--- src/rtl/encoder_4x2_pkg.sv ---
// Shared widths, reset constant and helper for the 4-to-2 priority encoder.
package encoder_pkg;

    localparam int ENC_IN_W  = 4;
    localparam int ENC_OUT_W = 2;

    // B reads 00 both out of reset and for an all-zero request; consumers qualify with valid.
    localparam logic [ENC_OUT_W-1:0] ENC_B_RST = 2'b00;

    // Number of set bits in a request vector (0..4 fits in 3 bits).
    function automatic logic [2:0] enc_popcount(input logic [ENC_IN_W-1:0] vec);
        logic [2:0] cnt;
        cnt = 3'd0;
        for (int i = 0; i < ENC_IN_W; i++) begin
            cnt = cnt + 3'(vec[i]);
        end
        return cnt;
    endfunction

endpackage

--- src/rtl/encoder_4x2_if.sv ---
// Request vector in, registered index/flags out.
interface encoder_4x2_if;
    import encoder_pkg::*;

    logic [ENC_IN_W-1:0]  D;
    logic [ENC_OUT_W-1:0] B;
    logic                 valid;
    logic                 multi;

    // Producer side: drives requests, observes the encoded result.
    modport master (
        output D,
        input  B,
        input  valid,
        input  multi
    );

    // Encoder side.
    modport slave (
        input  D,
        output B,
        output valid,
        output multi
    );

endinterface

--- src/rtl/encoder_4x2_core.sv ---
// Unregistered 4-to-2 priority encoder; D[3] has the highest priority.
// Usable on its own wherever a combinational encoder is wanted.
module encoder_4x2_core
    import encoder_pkg::*;
(
    input  logic [ENC_IN_W-1:0]  D,
    output logic [ENC_OUT_W-1:0] b_next,
    output logic                 valid_next,
    output logic                 multi_next
);

    // Highest set bit wins; all-zero falls back to the reset index with valid low.
    always_comb begin
        b_next     = ENC_B_RST;
        valid_next = 1'b0;
        multi_next = 1'b0;
        casez (D)
            4'b1???: b_next = 2'b11;
            4'b01??: b_next = 2'b10;
            4'b001?: b_next = 2'b01;
            4'b0001: b_next = 2'b00;
            default: b_next = ENC_B_RST;
        endcase
        valid_next = |D;
        multi_next = (enc_popcount(D) >= 3'd2);
    end

endmodule

--- src/rtl/encoder_4x2.sv ---
// Registered 4-to-2 priority encoder: one-cycle latency, loads every cycle,
// synchronous active-high reset. No combinational path from D to outputs.
module encoder_4x2
    import encoder_pkg::*;
(
    input  logic         clk,
    input  logic         rst,
    encoder_4x2_if.slave bus
);

    logic [ENC_OUT_W-1:0] b_next;
    logic                 valid_next;
    logic                 multi_next;

    logic [ENC_OUT_W-1:0] b_d;
    logic                 valid_d;
    logic                 multi_d;

    logic [ENC_OUT_W-1:0] b_q;
    logic                 valid_q;
    logic                 multi_q;

    encoder_4x2_core u_core (
        .D          (bus.D),
        .b_next     (b_next),
        .valid_next (valid_next),
        .multi_next (multi_next)
    );

    // Next register values: reset constants win over the encoded request.
    always_comb begin
        b_d     = b_next;
        valid_d = valid_next;
        multi_d = multi_next;
        if (rst) begin
            b_d     = ENC_B_RST;
            valid_d = 1'b0;
            multi_d = 1'b0;
        end
    end

    // Output register stage, updated every rising edge.
    always_ff @(posedge clk) begin
        b_q     <= b_d;
        valid_q <= valid_d;
        multi_q <= multi_d;
    end

    assign bus.B     = b_q;
    assign bus.valid = valid_q;
    assign bus.multi = multi_q;

endmodule

--- src/flat_wrapper.sv ---
// flat-port wrapper written by rule: the top's interface ports become plain ports
module encoder_4x2_flat import encoder_pkg::*;
  (clk, rst, bus_D, bus_B, bus_valid, bus_multi);
  encoder_4x2_if bus_i ();
  input  logic clk;
  input  logic rst;
  input wire logic [$bits(bus_i.D)-1:0] bus_D;
  output wire logic [$bits(bus_i.B)-1:0] bus_B;
  output wire logic [$bits(bus_i.valid)-1:0] bus_valid;
  output wire logic [$bits(bus_i.multi)-1:0] bus_multi;
  assign bus_i.D = bus_D;
  assign bus_B = bus_i.B;
  assign bus_valid = bus_i.valid;
  assign bus_multi = bus_i.multi;
  encoder_4x2 u_core (.clk(clk), .rst(rst), .bus(bus_i));
endmodule
--- config.mk ---
export PLATFORM = sky130hd
export DESIGN_NAME = encoder_4x2_flat
export DESIGN_NICKNAME = d
export VERILOG_FILES = /design/src/rtl/encoder_4x2_pkg.sv /design/src/rtl/encoder_4x2_if.sv /design/src/rtl/encoder_4x2_core.sv /design/src/rtl/encoder_4x2.sv /design/src/flat_wrapper.sv
export SDC_FILE = /design/constraint.sdc
export NUM_CORES = 1
export LEC_CHECK = 0
export ABC_CLOCK_PERIOD_IN_PS = 3000
export CAP_MARGIN = 20
export CORE_AREA = 5 5 42 44
export CTS_CLUSTER_SIZE = 14
export DETAILED_ROUTE_END_ITERATION = 8
export DIE_AREA = 0 0 47 49
export PLACE_DENSITY = 0.36
export SYNTH_ARGS = -nofsm -noshare
export SYNTH_HDL_FRONTEND = slang
export SYNTH_SLANG_ARGS = --single-unit
export TNS_END_PERCENT = 100
--- constraint.sdc ---
create_clock -name clk -period 3 [get_ports clk]
set_clock_uncertainty 0.2 [all_clocks]
set_input_delay 0.75 -clock clk [delete_from_list [all_inputs] [get_ports clk]]
set_output_delay 0.75 -clock clk [all_outputs]
set_load 0.005 [all_outputs]
==> results of run 1 <==
## tightest hold or removal path: stages
cell	delay, ns
clkdlybuf4s50_1	0.42
nand2b_1	0.10
a21oi_2	0.05
## layout make-up
type                    instances  area, µm²  area share [%]
repair buffers                  9      90.09           30.51
flip-flops and latches          4      80.08           27.12
multi-input cells               9      71.32           24.15
clock buffers                   3      22.52           7.627
well taps                      16      20.02           6.780
inverters                       3      11.26           3.814
## routing by layer
| metal | vias to the layer above | part of all wire [%] | GRT usage, % |
|---|---|---|---|
| met3 | 2 | 21 | 2.583 |
| met5 | - | 0 | 0 |
| met4 | 0 | 5.2 | 6.912 |
| met1 | 47 | 42 | 3.982 |
| met2 | 12 | 32 | 4.299 |
| li1 | 72 | - | - |
## placed cells by master, fill, tap and decap left out, drive strengths merged
master / count
a21oi: 3
clkbuf: 3
clkdlybuf4s50: 9
dfxtp: 4
fa: 1
ha: 1
inv: 3
nand2b: 2
nor2: 2
## cells by family after synthesis
family | share of synthesized area (%)
flops | 49.23
compound gates | 11.54
fa+ha+maj | 20.00
buf+inv | 6.923
simple gates | 12.31
## worst max-delay path by stage
stage               depth (start not counted)      from  slack [ns]                          end
floorplan                                   4  bus_D[0]        1.24  u_core.bus.multi$_SDFF_PP0_
global placement                            5  bus_D[1]        0.71  u_core.bus.multi$_SDFF_PP0_
detailed placement                          5  bus_D[3]        0.70  u_core.bus.multi$_SDFF_PP0_
CTS                                         5  bus_D[3]        0.95  u_core.bus.multi$_SDFF_PP0_
global route                                5  bus_D[1]        0.86  u_core.bus.multi$_SDFF_PP0_
finish                                      5  bus_D[3]        0.95  u_core.bus.multi$_SDFF_PP0_
## power by group
group	leakage (nW)	switching (mW)	internal, mW
sequential	0.0336	0.000824	0.0574
combinational	0.0791	0.00820	0.0155
clock	0.0138	0.0205	0.0446
total	0.127	0.0295	0.118
## per-stage QoR
step | worst slack, ns | hold WS, ns | util [%] | power, mW
5_1_grt | 0.8569 | 0.9724 | 21.07 | 0.1586
6_report | 0.9486 | 0.9338 | 21.07 | 0.1470
2_1_floorplan | 1.235 | 0.6124 | - | 0.06678
3_3_place_gp | 0.7068 | 1.174 | 19.46 | 0.08266
3_5_place_dp | 0.7015 | 1.182 | 19.46 | 0.08314
4_1_cts | 0.9471 | 0.9330 | 21.07 | 0.1521
## sequential cells by signal, indices dropped and copies added, names as in the netlist
signal	flops
u_core.bus.B	2
u_core.bus.multi	1
u_core.bus.valid	1
==> impl_metrics.ini, run 1 <==
[die]
dieHeight_um = 49
fp.dieW_um = 47
start_util_pct = 11.61
row_count = 14
ios = 10
coreArea_um2 = 1401
dieArea_um2 = 2303

[power]
leakagePower_nw = 0.1265
pwr_density_cell_nw_per_um2 = 497.8
peakVddDrop_v = 0.00009732

[logic_synthesis]
synth_area_leaders = dfxtp_1 (49%), fa_1 (12%), ha_1 (7.7%)
synth.largest_area_cell = dfxtp_1
synth_cell_types = 8
yosysMostFrequentCell = dfxtp_1
postSynthAreaPerCell_um2 = 10.17
yosysSeqAreaShare_pct = 49.23
synthArstFlopShare_pct = 0
synth-seq-cells = 4
synth.top_cell.area_share_pct = 49.23
synth_edf_count = 0
ys_warn_count = 0
synth_cells = 16
ys_top_cells_by_count = dfxtp_1 (4), inv_1 (3), a21oi_1 (2), nand2b_1 (2), nor2_1 (2)
synthesis.area_um2 = 162.7
synth_ff_type = dfxtp_1
synth_nets = 24

[hold_path]
hold_end = u_core.bus.B[0]$_SDFF_PP0_
hold_path_class = in2reg
hold_path_depth = 3
hold_start = bus_D[1]

[clocking]
cts_resized = 0
hold_buffers = 0
cts_tree = done
cts_setup_buffers = 0
cts_max_level = 1
cts_sinks = 4
cts_root_buf = clkbuf_4
path_clk_slew_ns = 0.04
cts_buffer_depth = 2
cts_buffers = 3

[worst_setup_path]
worst-path-buf-inv = 2
crit_path_top_delay_cell = clkdlybuf4s50_1
crit_family = buffers and inverters
cp_max_fo = 2
critPathCaptureType = flop
cp-start-kind = input port
path_class = in2reg
required_ns = 2.96
critPathMaxStageDelay_ns = 0.49
worst-endpoint-arrival_ns = 2.01
path_cells = clkdlybuf4s50_1 -> inv_1 -> fa_1 -> nand2b_1 -> a21oi_1

[sta]
rsz0062_at_grt = no
min_period_ns = 2.051
setup_viol_count_final = 0
max-slew-margin-rel_pct = 89.30
fin_crit_sh_pct = 68.38
tightest_slew_ns = 0.1600
final_max_slew_viol_count = 0
hold_viol = 0
fmax_mhz = 487.5
finalSetupTns_ns = 0

[global_route]
grt_pass1_vias = 166
grt_max_degree = 5
grt_antenna_before_repair = 0
overflow = 0
grt_pass1_wl_um = 593
grt.total_usage_pct = 4.164

[routing]
wl_um = 324
wl_per_cell_um = 7.364
drc = 0
dr.pass1.iters = 1
ant_nets = 0
vias_per_cell = 3.023
drt-initial-drc-count = 0
vias = 133

[status]
status = completed

[placed_design]
placed_area_um2 = 272.8
finalWeightedCongestion = 0.7624
dp_cells = 41
io_buffers = 9

[layout]
n_antenna_cell = 0
fin_cells = 44
syn_to_final_growth_pct = 81.54
nets = 38
post_route_cells_drive_above_1_share_pct = 14.29
fillCellCount = 162
final_area_um2 = 295.3

[job]
cap_violations = 0
Note: power is estimated with default switching activity, not from simulation.
==> run 2: changes to the inputs <==
Settings changed: ABC_CLOCK_PERIOD_IN_PS 3000 to 1970.
Clock period 3 ns to 1.97 ns, I/O delays scaled along.
==> impl_metrics.ini, run 2 (synthesis gave the netlist of run 1 again) <==
[clocking]
cts_buffer_depth = 2
cts_setup_buffers = 0
cts_resized = 0
cts_max_level = 1
cts_buffers = 3
path_clk_slew_ns = 0.04
cts_sinks = 4
hold_buffers = 0
cts_tree = done
cts_root_buf = clkbuf_4

[routing]
wl_um = 347
vias = 154
ant_nets = 0
drc = 0
dr.pass1.iters = 2
drt-initial-drc-count = 2
wl_per_cell_um = 7.383
vias_per_cell = 3.277

[layout]
nets = 41
n_antenna_cell = 0
final_cell_mix = clkdlybuf4s50_1 (9), dfxtp_1 (4), inv_1 (3), clkbuf_4 (3), buf_4 (3)
post_route_cells_drive_above_1_share_pct = 22.58
largest_reg_flops = 2
fin_cells = 47
syn_to_final_growth_pct = 95.38
final_common_cell = clkdlybuf4s50_1

[worst_setup_path]
critPathCaptureType = flop
worst-endpoint-arrival_ns = 1.75
path_class = in2reg
required_ns = 1.93
cp-start-kind = input port
cp_max_fo = 2

[global_route]
grt.total_usage_pct = 3.743
grt_pass1_vias = 150
grt_max_degree = 5
grt_pass1_wl_um = 517
overflow = 0
grt_antenna_before_repair = 0

[placed_design]
io_buffers = 9
dp_cells = 44
finalWeightedCongestion = 0.7629
preCtsSetupSlack_ns = -0.07658

[sta]
max-slew-margin-rel_pct = 88.92
fin_crit_sh_pct = 91.08
tightest_slew_ns = 0.1657
fmax_mhz = 557.3
setup_viol_count_final = 0
hold_viol = 0
setup_ws_ns = 0.1757
min_period_ns = 1.794
rsz0062_at_grt = no
final_max_slew_viol_count = 0

[power]
pwr_density_cell_nw_per_um2 = 716.1
leakagePower_nw = 0.1410
peakVddDrop_v = 0.0001460

[hold_path]
hold_path_class = in2reg
hold_path_depth = 3

[die]
start_util_pct = 11.61
row_count = 14
fp.dieW_um = 47
ios = 10
dieHeight_um = 49
coreArea_um2 = 1401
dieArea_um2 = 2303

[job]
cap_violations = 0

[status]
status = completed
run 2: changes by cell type in the layout (fill, tap and decap cells not counted):
cell	delta
buf_4	+3
run 2: final cells by class:
| type | instances | area [µm²] |
|---|---|---|
| inverter | 3 | 11.26 |
| tap | 16 | 20.02 |
| timing repair buffer | 12 | 112.6 |
| clock buffer | 3 | 22.52 |
| multi-input combinational | 9 | 71.32 |
| sequential | 4 | 80.08 |
| fill | 158 | 1084 |
run 2: stage by stage:
step	utilization [%]	cell area, µm²	TNS, ns	hold WS, ns	power [mW]
after global placement	21.07	295.3	-0.06997	0.9138	0.1308
after detailed placement	21.07	295.3	-0.07658	0.9214	0.1317
final	22.68	317.8	0	0.6822	0.2276
after CTS	22.68	317.8	0	0.6712	0.2364
after floorplan	-	162.7	0	0.3549	0.1017
after global routing	22.68	317.8	0	0.7077	0.2440
run 2: worst paths after layout:
check | start | end | slack (ns)
worst max-delay path | bus_D[1] | u_core.bus.multi$_SDFF_PP0_ | 0.18
worst min-delay path | bus_D[1] | u_core.bus.B[0]$_SDFF_PP0_ | 0.68
run 2: where the power goes:
part,leakage (nW),internal (mW),total [mW],switching (mW)
logic,0.0935,0.0274,0.0407,0.0134
registers,0.0336,0.0873,0.0886,0.00127
clock network,0.0138,0.0679,0.0982,0.0303
run 2: worst max-delay path, stage by stage:
cell and delay (ns):
clkdlybuf4s50_1 0.48, inv_1 0.07, fa_1 0.43, nand2b_1 0.15, a21oi_1 0.14
run 2: per-layer routing:
metal / routed length (µm) / global-route usage, %
met1: 126 / 3.326
met2: 140 / 3.620
met3: 80 / 2.583
met4: 0 / 6.912
met5: 0 / 0
==> run 3: changes to the inputs <==
Settings changed: SLEW_MARGIN set to 20.
==> results of run 3 <==
No change in the layout: final DEF, timing and power equal those of run 2.
